`config.mk`:
```
export PLATFORM = sky130hd
export DESIGN_NAME = seg7_reader
export DESIGN_NICKNAME = d
export VERILOG_FILES = /design/src/rtl/seg7_pkg.sv /design/src/rtl/seg7_decode.sv /design/src/rtl/seg7_reader.sv
export SDC_FILE = /design/constraint.sdc
export NUM_CORES = 1
export LEC_CHECK = 0
export CORE_MARGIN = 3
export CORE_UTILIZATION = 40
export CTS_BUF_LIST = sky130_fd_sc_hd__clkbuf_2
export CTS_CLUSTER_DIAMETER = 200
export DETAILED_ROUTE_END_ITERATION = 8
export GPL_ROUTABILITY_DRIVEN = 0
export SLEW_MARGIN = 20
export SYNTH_ARGS = -nofsm -noshare
export SYNTH_HDL_FRONTEND = slang
export SYNTH_SLANG_ARGS = --single-unit
```
`constraint.sdc`:
```
create_clock -name clk -period 3 [get_ports clk]
set_clock_uncertainty 0.2 [all_clocks]
set_input_delay 0.6 -clock clk [delete_from_list [all_inputs] [get_ports clk]]
set_output_delay 0.6 -clock clk [all_outputs]
set_load 0.01 [all_outputs]
```
`src/rtl/seg7_pkg.sv`:
```
// rtl/seg7_pkg.sv - segment pattern constants and reader state type
package seg7_pkg;

  localparam logic [6:0] SEG_0     = 7'h3F;
  localparam logic [6:0] SEG_1     = 7'h06;
  localparam logic [6:0] SEG_2     = 7'h5B;
  localparam logic [6:0] SEG_3     = 7'h4F;
  localparam logic [6:0] SEG_4     = 7'h66;
  localparam logic [6:0] SEG_5     = 7'h6D;
  localparam logic [6:0] SEG_6     = 7'h7D;
  localparam logic [6:0] SEG_7     = 7'h07;
  localparam logic [6:0] SEG_8     = 7'h7F;
  localparam logic [6:0] SEG_9     = 7'h67;
  localparam logic [6:0] SEG_BLANK = 7'h00;

  localparam logic [3:0] DIGIT_ERR = 4'hF;

  typedef enum logic {
    SETTLE,
    LOCKED
  } state_t;

endpackage

```
`src/rtl/seg7_decode.sv`:
```
// rtl/seg7_decode.sv - combinational 7-segment pattern to BCD digit decoder
module seg7_decode
  import seg7_pkg::*;
(
  input  logic [6:0] seg,
  output logic [3:0] digit,
  output logic       invalid
);

  // Blank is not a digit; callers that treat blank specially filter it first.
  always_comb begin
    digit   = DIGIT_ERR;
    invalid = 1'b1;
    case (seg)
      SEG_0: begin digit = 4'd0; invalid = 1'b0; end
      SEG_1: begin digit = 4'd1; invalid = 1'b0; end
      SEG_2: begin digit = 4'd2; invalid = 1'b0; end
      SEG_3: begin digit = 4'd3; invalid = 1'b0; end
      SEG_4: begin digit = 4'd4; invalid = 1'b0; end
      SEG_5: begin digit = 4'd5; invalid = 1'b0; end
      SEG_6: begin digit = 4'd6; invalid = 1'b0; end
      SEG_7: begin digit = 4'd7; invalid = 1'b0; end
      SEG_8: begin digit = 4'd8; invalid = 1'b0; end
      SEG_9: begin digit = 4'd9; invalid = 1'b0; end
      default: begin digit = DIGIT_ERR; invalid = 1'b1; end
    endcase
  end

endmodule

```
`src/rtl/seg7_reader.sv`:
```
// rtl/seg7_reader.sv - glitch-filtered 7-segment bus reader with valid/ready report
module seg7_reader
  import seg7_pkg::*;
#(
  parameter int  STABLE_CYCLES = 4,
  localparam int CNT_W         = $clog2(STABLE_CYCLES + 1)
) (
  input  logic       clk,
  input  logic       reset,
  input  logic [6:0] seg_in,
  output logic [3:0] out_digit,
  output logic       out_err,
  output logic       out_valid,
  input  logic       out_ready,
  output logic       overrun,
  input  logic       clr_overrun
);

  localparam logic [CNT_W-1:0] CNT_MAX = CNT_W'(STABLE_CYCLES);

  state_t           state, state_next;
  logic [6:0]       cand;
  logic [6:0]       last;
  logic [CNT_W-1:0] cnt, cnt_next;
  logic             changed;
  logic             qualify;
  logic             report;
  logic [3:0]       dec_digit;
  logic             dec_invalid;

  seg7_decode u_decode (
    .seg     (seg_in),
    .digit   (dec_digit),
    .invalid (dec_invalid)
  );

  // At a qualifying edge cand is being loaded with seg_in, so seg_in is decoded directly.
  always_comb begin
    changed    = (seg_in != cand);
    cnt_next   = changed ? CNT_W'(1) : ((cnt == CNT_MAX) ? cnt : cnt + 1'b1);
    qualify    = (cnt_next == CNT_MAX) && ((state == SETTLE) || changed);
    report     = qualify && (seg_in != last) && (seg_in != SEG_BLANK);
    state_next = state;
    if (qualify) begin
      state_next = LOCKED;
    end else if (changed) begin
      state_next = SETTLE;
    end
  end

  always_ff @(posedge clk) begin
    if (!reset) begin
      state     <= SETTLE;
      cand      <= SEG_BLANK;
      cnt       <= '0;
      last      <= SEG_BLANK;
      out_digit <= 4'd0;
      out_err   <= 1'b0;
      out_valid <= 1'b0;
      overrun   <= 1'b0;
    end else begin
      state <= state_next;
      cand  <= seg_in;
      cnt   <= cnt_next;
      if (qualify) begin
        last <= seg_in;
      end

      if (report && (!out_valid || out_ready)) begin
        out_digit <= dec_digit;
        out_err   <= dec_invalid;
        out_valid <= 1'b1;
      end else if (out_ready) begin
        out_valid <= 1'b0;
      end

      // A new drop takes priority over a clear in the same cycle.
      if (report && out_valid && !out_ready) begin
        overrun <= 1'b1;
      end else if (clr_overrun) begin
        overrun <= 1'b0;
      end
    end
  end

endmodule
```
==> flow_metrics.py, run 1 <==
metrics = {
    "power_and_ir_drop": {
        "p_total_uw": 562,
        "power_frac_clock": 0.252,
        "power.static_leakage_uw": 0.000531,
        "pwr_density_cell_mw_per_mm2": 361,
        "switching_share": 0.268,
        "p_int_uw": 411,
        "seq_power_share": 0.608,
        "combinationalPowerShare": 0.141,
        "p_sw_uw": 151,
        "ir_drop_mv": 0.256,
    },
    "timing": {
        "clock.fmax_mhz": 399,
        "setup_viol_count_final": 0,
        "fin_crit_ns": 2.50,
        "grt_setup_unrepaired": "no",
        "slew_headroom": 0.533,
        "drv_slew": 0,
        "hold_viol": 0,
        "period_share": 0.835,
        "finalSetupTns_ns": 0,
        "tightest_slew_ns": 0.698,
    },
    "detailed_routing": {
        "drtAntennaViolNets": 0,
        "drt-initial-drc-count": 28,
        "via_count": 983,
        "routed_wl_um": 2580,
        "vias_per_cell": 4.87,
        "remaining_drc_errors": 0,
        "drt_pass1_iterations": 4,
        "wl_per_cell_um": 12.8,
    },
    "clock_network": {
        "clock_latency_ns": 0.37,
        "clkTransAtPathRegs_ns": 0.25,
        "cts_tree": "done",
        "clock-sinks": 25,
        "hold_buffers": 0,
        "cts_buffer_depth": 2,
        "numCtsBuffers": 3,
        "htree_levels": 1,
        "root_buffer": "clkbuf_2",
        "post-cts-setup-buffers": 0,
        "postCtsResizedCells": 0,
    },
    "cells_and_area": {
        "synthToLayoutAreaGrowth_pct": 19.6,
        "layout_commonest_cell": "dfxtp_1",
        "ff_latch_area_um2": 500,
        "layout_common_cells": "dfxtp_1 (25), clkdlybuf4s50_1 (17), xnor2_1 (13)",
        "fill_cells": 306,
        "fin_nets": 172,
        "diodes": 0,
        "drive_gt1_frac": 0.101,
        "multi_input_area_um2": 732,
    },
    "global_route": {
        "grt_pass1_wl_um": 4530,
        "grt_pass1_vias": 965,
        "antenna_found_initial": 0,
        "grt_usage": 0.140,
        "grt_remaining_overflow": 0,
        "grt_max_degree": 26,
    },
    "logic_synthesis": {
        "synth_cell_types": 38,
        "ys_warn_count": 0,
        "synth-compound-area-share": 0.0818,
        "syn_area_mm2": 0.00130,
        "synth_nets": 153,
        "synth_area_per_cell_um2": 9.29,
        "ys_seq_area_frac": 0.385,
        "yosys.area_share.xor_xnor": 0.121,
        "synthAdderAreaFrac": 0.0192,
        "syn_inst": 140,
        "synth-seq-cells": 25,
        "synth_top_family_by_area": "simple AND/OR/NAND/NOR gates",
        "yosys.area_share.simple": 0.267,
        "synth.mux.area_fraction": 0.0693,
    },
    "critical_path": {
        "critPathLaunchType": "input port",
        "worstPathMaxFanout": 6,
        "end_kind": "register",
        "cp_slowest_stage_delay_ns": 0.42,
        "required_ns": 3.12,
        "cpMostUsedCell": "or3_1",
        "slowest_stage": "clkdlybuf4s50_1",
        "arrival_ns": 2.63,
        "path_cells": "clkdlybuf4s50_1 -> or3_1 -> or3_1 -> or3_1 -> and4_4 -> nor2b_4 -> a21oi_1",
        "crit_type": "in -> reg",
    },
    "floorplan": {
        "die_area_mm2": 0.00397,
        "rows": 20,
        "die_w_um": 63.0,
        "core_mm2": 0.00308,
        "floorplan.initialDensity": 0.422,
        "io_pins": 18,
        "die_h_um": 63.0,
    },
    "worst_hold_path": {
        "hp-class": "reg -> reg",
    },
    "placement": {
        "io_buffers": 17,
        "dp_hpwl_um": 1890,
    },
    "status": {
        "status": "finished clean",
    },
    "job": {
        "maxCapViolCount": 0,
    },
}
-- final timing paths --
kind,start,endpoint,slack [ns],cells after the start
worst max-delay path,seg_in[3],out_digit[2],0.50,7
worst max register to register,cnt[0],out_digit[2],0.62,7
worst min register to register,state,state,0.34,2
worst min-delay path,state,state,0.34,2
-- critical path: cells and delay by family --
kind / cells / cell delay, ns
AO/OA/AOI/OAI: 1 / 0.14
buffers and inverters: 1 / 0.42
AND/OR/NAND/NOR: 5 / 1.48
-- Yosys cell counts (all sizes together) --
| library cell | number | share of area |
|---|---|---|
| nand2b | 1 | 0.0048 |
| and4 | 1 | 0.0087 |
| and3 | 1 | 0.0048 |
| ha | 2 | 0.019 |
| o21ai | 4 | 0.015 |
| or4 | 1 | 0.0058 |
| and3b | 2 | 0.013 |
| nand3 | 3 | 0.012 |
| a211oi | 1 | 0.0058 |
| buf | 5 | 0.028 |
| and2 | 8 | 0.039 |
| nor3b | 3 | 0.026 |
| xor2 | 5 | 0.034 |
| dfxtp | 25 | 0.38 |
| nor2b | 12 | 0.064 |
| o22ai | 2 | 0.0096 |
| nand4 | 3 | 0.014 |
| xnor2 | 13 | 0.088 |
| nor3 | 2 | 0.0077 |
| nor4b | 1 | 0.0067 |
| a311oi | 1 | 0.0067 |
| or3 | 4 | 0.019 |
| a21oi | 6 | 0.023 |
| clkbuf | 6 | 0.017 |
| nand3b | 1 | 0.0058 |
| a21boi | 1 | 0.0058 |
| nor2 | 4 | 0.012 |
| nor4 | 2 | 0.0096 |
| nand2 | 5 | 0.014 |
| inv | 4 | 0.012 |
| mux2i | 9 | 0.069 |
| o2111a | 1 | 0.0087 |
| o31a | 1 | 0.0067 |
-- flip-flops by register name, indices dropped and copies added, names as in the netlist --
| name | flops |
|---|---|
| cand | 7 |
| last | 7 |
| out_digit | 4 |
| cnt | 3 |
| out_err | 1 |
| out_valid | 1 |
| overrun | 1 |
| state | 1 |
-- layout make-up --
cell class,instances,share of cell area
clock inverter,1,0.00483
inverter,4,0.00965
clock buffer,3,0.00965
timing repair buffer,25,0.148
tap,44,0.0354
multi-input combinational,100,0.471
sequential,25,0.322
-- stage by stage --
| stage | cell area [µm²] | std cells | setup slack, ns | util | hold WS [ns] |
|---|---|---|---|---|---|
| floorplan | 1300 | 140 | 0.449 | - | 0.271 |
| global placement | 1530 | 198 | 0.0997 | 0.498 | 0.296 |
| detailed placement | 1530 | 198 | 0.0928 | 0.498 | 0.305 |
| CTS | 1560 | 202 | 0.498 | 0.505 | 0.343 |
| global route | 1560 | 202 | 0.414 | 0.505 | 0.366 |
| finish | 1560 | 202 | 0.496 | 0.505 | 0.339 |
-- kinds of logic after synthesis --
kind of cell | count (synthesis)
buffers and inverters | 15
muxes | 9
adders and majority gates | 2
xor gates and xnor gates | 18
DFF | 25
AOI/OAI and AO/OA | 17
and+or+nand+nor | 54
-- power by group through the flow --
stage	logic, µW	clock network [µW]	registers, µW
final	79.2	141	341
after global routing	87.5	160	343
after CTS	79.9	149	342
after detailed placement	79.2	0	348
after global placement	78.6	0	348
after floorplan	49.8	0	347
-- metal layers --
| layer | vias to the layer above | GRT usage | wire (µm) | part of all wire |
|---|---|---|---|---|
| met1 | 450 | 0.182 | 1260 | 0.49 |
| met5 | - | 0 | 0 | 0 |
| met2 | 15 | 0.232 | 1170 | 0.45 |
| li1 | 513 | - | - | - |
| met3 | 5 | 0.0468 | 126 | 0.049 |
| met4 | 0 | 0.0165 | 19 | 0.0074 |
Power figures use the tool's default switching activity.
==> run 2, diff against run 1 <==
==> constraint.sdc (replaced) <==
create_clock -name clk -period 2.6 [get_ports clk]
set_clock_uncertainty 0.2 [all_clocks]
set_input_delay 0.52 -clock clk [delete_from_list [all_inputs] [get_ports clk]]
set_output_delay 0.52 -clock clk [all_outputs]
set_load 0.01 [all_outputs]
==> flow_metrics.py, run 2 (same netlist as run 1, synthesis figures left out) <==
metrics = {
    "timing": {
        "hold_viol": 0,
        "drv_slew": 0,
        "setup_viol_count_final": 0,
        "grt_setup_unrepaired": "no",
        "slew_headroom": 0.536,
        "clock.fmax_mhz": 409,
        "period_share": 0.941,
        "tightest_slew_ns": 0.693,
        "fin_crit_ns": 2.45,
    },
    "detailed_routing": {
        "vias_per_cell": 4.83,
        "via_count": 1023,
        "drtAntennaViolNets": 0,
        "drt_pass1_iterations": 4,
        "wl_per_cell_um": 12.4,
        "routed_wl_um": 2630,
        "remaining_drc_errors": 0,
        "drt-initial-drc-count": 25,
    },
    "cells_and_area": {
        "synthToLayoutAreaGrowth_pct": 25.2,
        "fill_cells": 325,
        "fin_nets": 182,
        "diodes": 0,
        "layout_common_cells": "dfxtp_1 (25), buf_4 (18), clkdlybuf4s50_1 (17)",
        "largest_registers": "cand (7), last (7), out_digit (4)",
        "layout_commonest_cell": "dfxtp_1",
        "drive_gt1_frac": 0.155,
        "finalNonFillerCells": 212,
    },
    "critical_path": {
        "worst_r2r_startpoint": "cnt[0]",
        "required_ns": 2.70,
        "path_cells": "clkdlybuf4s50_1 -> and3b_1 -> o2111a_1 -> a311oi_1 -> nor3b_4 -> nor2b_4 -> a21oi_1",
        "crit_type": "in -> reg",
        "end_kind": "register",
        "reg2reg_setup_slack_ns": 0.24,
        "arrival_ns": 2.55,
        "critPathLaunchType": "input port",
        "ff2ff_path_depth": 7,
        "worst-path-buf-inv": 1,
        "worstPathMaxFanout": 7,
        "slowest_stage": "clkdlybuf4s50_1",
        "timing.rr.end": "out_digit[0]",
        "cp_slowest_stage_delay_ns": 0.63,
        "crit_family": "compound AO/OA/AOI/OAI gates",
        "crit_cells": 7,
    },
    "floorplan": {
        "io_pins": 18,
        "rows": 20,
        "core_mm2": 0.00308,
        "die_h_um": 63.0,
        "floorplan.initialDensity": 0.422,
        "die_w_um": 63.0,
        "die_area_mm2": 0.00397,
    },
    "placement": {
        "io_buffers": 17,
        "dp_hpwl_um": 1930,
        "dpl.cell_count": 208,
    },
    "job": {
        "maxCapViolCount": 0,
    },
    "power_and_ir_drop": {
        "ir_drop_mv": 0.145,
        "power.static_leakage_uw": 0.000584,
        "p_total_uw": 644,
        "pwr_density_cell_mw_per_mm2": 396,
    },
    "global_route": {
        "grtUsageMet3": 0.0288,
        "grt_pass1_wl_um": 4730,
        "grt_max_degree": 26,
        "grt_remaining_overflow": 0,
        "use_met1": 0.193,
        "grt_usage": 0.149,
        "busiest_layer": "met2",
        "grt_pass1_vias": 1021,
        "antenna_found_initial": 0,
        "use_met2": 0.252,
    },
    "clock_network": {
        "hold_buffers": 0,
        "cts_tree": "done",
        "htree_levels": 1,
        "postCtsResizedCells": 0,
        "clock-sinks": 25,
        "root_buffer": "clkbuf_2",
        "numCtsBuffers": 3,
        "cts_buffer_depth": 2,
        "clock_latency_ns": 0.35,
        "clkTransAtPathRegs_ns": 0.23,
        "post-cts-setup-buffers": 0,
    },
    "worst_hold_path": {
        "hp-class": "reg -> reg",
        "min_path_cells": 2,
        "min_from": "state",
        "min_to": "state",
    },
    "status": {
        "status": "finished clean",
    },
}
run 2: cell types whose count changed in the layout (fill, tap and decap cells not counted):
cell | before | now
buf_4 | 8 | 18
clkinv_2 | 0 | 1
clkinvlp_4 | 1 | 0
run 2: final cells by class:
cell class,count,area (µm²),share of cell area
timing repair buffer,35,305,0.188
multi-input combinational,100,732,0.450
clock buffer,3,15.0,0.00922
tap,44,55.1,0.0338
inverter,4,15.0,0.00922
clock inverter,1,5.00,0.00307
sequential,25,500,0.307
run 2: worst max path at each step:
stage,slack (ns),from,to
2_1_floorplan,0.13,seg_in[5],out_digit[2]
3_3_place_gp,-0.18,seg_in[3],out_digit[0]
3_5_place_dp,-0.20,seg_in[5],out_digit[2]
4_1_cts,0.16,seg_in[5],out_digit[2]
5_1_grt,0.03,seg_in[1],out_err
6_report,0.15,seg_in[1],out_digit[2]
run 2: metrics by stage:
| stage | util | setup TNS, ns | area, µm² | worst slack (ns) | hold WS, ns |
|---|---|---|---|---|---|
| 6_report | 0.529 | 0 | 1630 | 0.155 | 0.330 |
| 5_1_grt | 0.529 | 0 | 1630 | 0.0260 | 0.386 |
| 2_1_floorplan | - | 0 | 1300 | 0.129 | 0.271 |
| 3_3_place_gp | 0.522 | -1.59 | 1610 | -0.176 | 0.295 |
| 4_1_cts | 0.529 | 0 | 1630 | 0.157 | 0.335 |
| 3_5_place_dp | 0.522 | -1.87 | 1610 | -0.196 | 0.302 |
run 2: worst min-delay path: stages (launching register included):
cell and delay [ns]:
dfxtp_1 0.36, a21oi_1 0.11, nor2b_1 0.05
run 2: metal layers:
layer / vias up / part of all wire
li1: 532 / -
met1: 469 / 0.49
met2: 17 / 0.46
met3: 5 / 0.034
met4: 0 / 0.015
met5: - / 0
run 2: power by group:
part,internal [µW],leakage (µW),total (µW),switching (µW)
logic,54.3,0.000364,99.1,44.8
registers,391,0.000204,394,2.82
clock network,34.9,0.0000164,151,117
total,480,0.000584,644,164
==> run 3, diff against run 2 <==
--- a/config.mk
+++ b/config.mk
@@ -5,7 +5,7 @@
 export SDC_FILE = /design/constraint.sdc
 export NUM_CORES = 1
 export LEC_CHECK = 0
-export CORE_MARGIN = 3
+export CORE_MARGIN = 1.5
 export CORE_UTILIZATION = 40
 export CTS_BUF_LIST = sky130_fd_sc_hd__clkbuf_2
 export CTS_CLUSTER_DIAMETER = 200
==> flow_metrics.py, run 3 (same netlist as run 1, synthesis figures left out) <==
metrics = {
    "status": {
        "status": "finished clean",
    },
    "clock_network": {
        "post-cts-setup-buffers": 0,
        "root_buffer": "clkbuf_2",
        "clock-sinks": 25,
        "numCtsBuffers": 3,
        "clkTransAtPathRegs_ns": 0.24,
        "hold_buffers": 0,
        "cts_buffer_depth": 2,
        "clock_latency_ns": 0.35,
        "postCtsResizedCells": 0,
        "cts_tree": "done",
        "htree_levels": 1,
    },
    "critical_path": {
        "worst_r2r_startpoint": "cnt[0]",
        "critPathLaunchType": "input port",
        "cpMostUsedCell": "or3_1",
        "slowest_stage": "clkdlybuf4s50_1",
        "arrival_ns": 2.55,
        "path_cells": "clkdlybuf4s50_1 -> or3_1 -> or3_1 -> or3_1 -> and4_4 -> nor2b_4 -> a21oi_1",
        "reg2reg_setup_slack_ns": 0.21,
        "crit_type": "in -> reg",
        "startpoint": "seg_in[3]",
        "worstPathMaxFanout": 6,
        "end_kind": "register",
        "cp_slowest_stage_delay_ns": 0.43,
        "required_ns": 2.70,
    },
    "floorplan": {
        "core_mm2": 0.00308,
        "die_w_um": 60.0,
        "rows": 20,
        "die_area_mm2": 0.00360,
        "io_pins": 18,
        "die_h_um": 60.0,
        "floorplan.initialDensity": 0.422,
    },
    "placement": {
        "dp_hpwl_um": 1920,
        "io_buffers": 17,
        "dpl.cell_count": 208,
    },
    "global_route": {
        "grt_remaining_overflow": 0,
        "grt_pass1_vias": 1042,
        "grt_pass1_wl_um": 4620,
        "grt_max_degree": 26,
        "grt_usage": 0.171,
        "antenna_found_initial": 0,
    },
    "cells_and_area": {
        "finalNonFillerCells": 212,
        "synthToLayoutAreaGrowth_pct": 25.2,
        "layout_common_cells": "dfxtp_1 (25), buf_4 (18), clkdlybuf4s50_1 (17)",
        "fin_nets": 182,
        "layout_commonest_cell": "dfxtp_1",
        "largest_registers": "cand (7), last (7), out_digit (4)",
        "diodes": 0,
        "drive_gt1_frac": 0.155,
    },
    "detailed_routing": {
        "vias_per_cell": 4.94,
        "drt-initial-drc-count": 24,
        "remaining_drc_errors": 0,
        "wl_per_cell_um": 12.1,
        "drtAntennaViolNets": 0,
        "routed_wl_um": 2570,
        "via_count": 1047,
        "drt_pass1_iterations": 4,
    },
    "timing": {
        "fin_crit_ns": 2.45,
        "clock.fmax_mhz": 408,
        "grt_setup_unrepaired": "no",
        "hold_viol": 0,
        "finalSetupTns_ns": 0,
        "period_share": 0.942,
        "slew_headroom": 0.528,
        "setup_viol_count_final": 0,
        "tightest_slew_ns": 0.706,
        "drv_slew": 0,
    },
    "power_and_ir_drop": {
        "ir_drop_mv": 0.230,
        "pwr_density_cell_mw_per_mm2": 396,
        "power.static_leakage_uw": 0.000583,
    },
    "worst_hold_path": {
        "min_from": "state",
        "hp-class": "reg -> reg",
    },
    "job": {
        "maxCapViolCount": 0,
    },
}
-- run 3: per-stage QoR --
| step | worst slack [ns] | hold slack (ns) | total power [µW] | utilization | area, µm² |
|---|---|---|---|---|---|
| 6_report | 0.150 | 0.344 | 644 | 0.529 | 1630 |
| 5_1_grt | 0.0361 | 0.383 | 679 | 0.529 | 1630 |
| 4_1_cts | 0.168 | 0.354 | 656 | 0.529 | 1630 |
| 3_5_place_dp | -0.221 | 0.306 | 501 | 0.522 | 1610 |
| 3_3_place_gp | -0.177 | 0.294 | 500 | 0.522 | 1610 |
| 2_1_floorplan | 0.129 | 0.271 | 458 | - | 1300 |
-- run 3: layout make-up --
type	count	area [µm²]
inverter	4	15.0
multi-input combinational	100	732
sequential	25	500
timing repair buffer	35	305
fill	316	1450
clock inverter	1	5.00
tap	44	55.1
clock buffer	3	15.0
-- run 3: critical path: cells and delay by family --
family                 cells  cell delay, ns
buffers and inverters      1            0.43
AO/OA/AOI/OAI              1            0.16
AND/OR/NAND/NOR            5            1.44
-- run 3: final timing paths --
kind / end / cells after the start
worst min-delay path: state / 2
worst max register to register: out_digit[2] / 7
worst min register to register: state / 2
worst max-delay path: out_digit[2] / 7
-- run 3: routing by layer --
metal  share of wire  vias up  global-route usage  wire length (µm)
met5               0        -                   0                 0
met4           0.017        0              0.0667                44
met3           0.023        5              0.0281                60
met2            0.46       14               0.273              1180
met1            0.50      496               0.229              1290
li1                -      532                   -                 -
-- run 3: power by group --
part / internal [µW] / switching, µW / total (µW)
Clock: 34.8 / 115 / 150
Sequential: 391 / 2.84 / 394
Combinational: 54.8 / 45.1 / 99.9
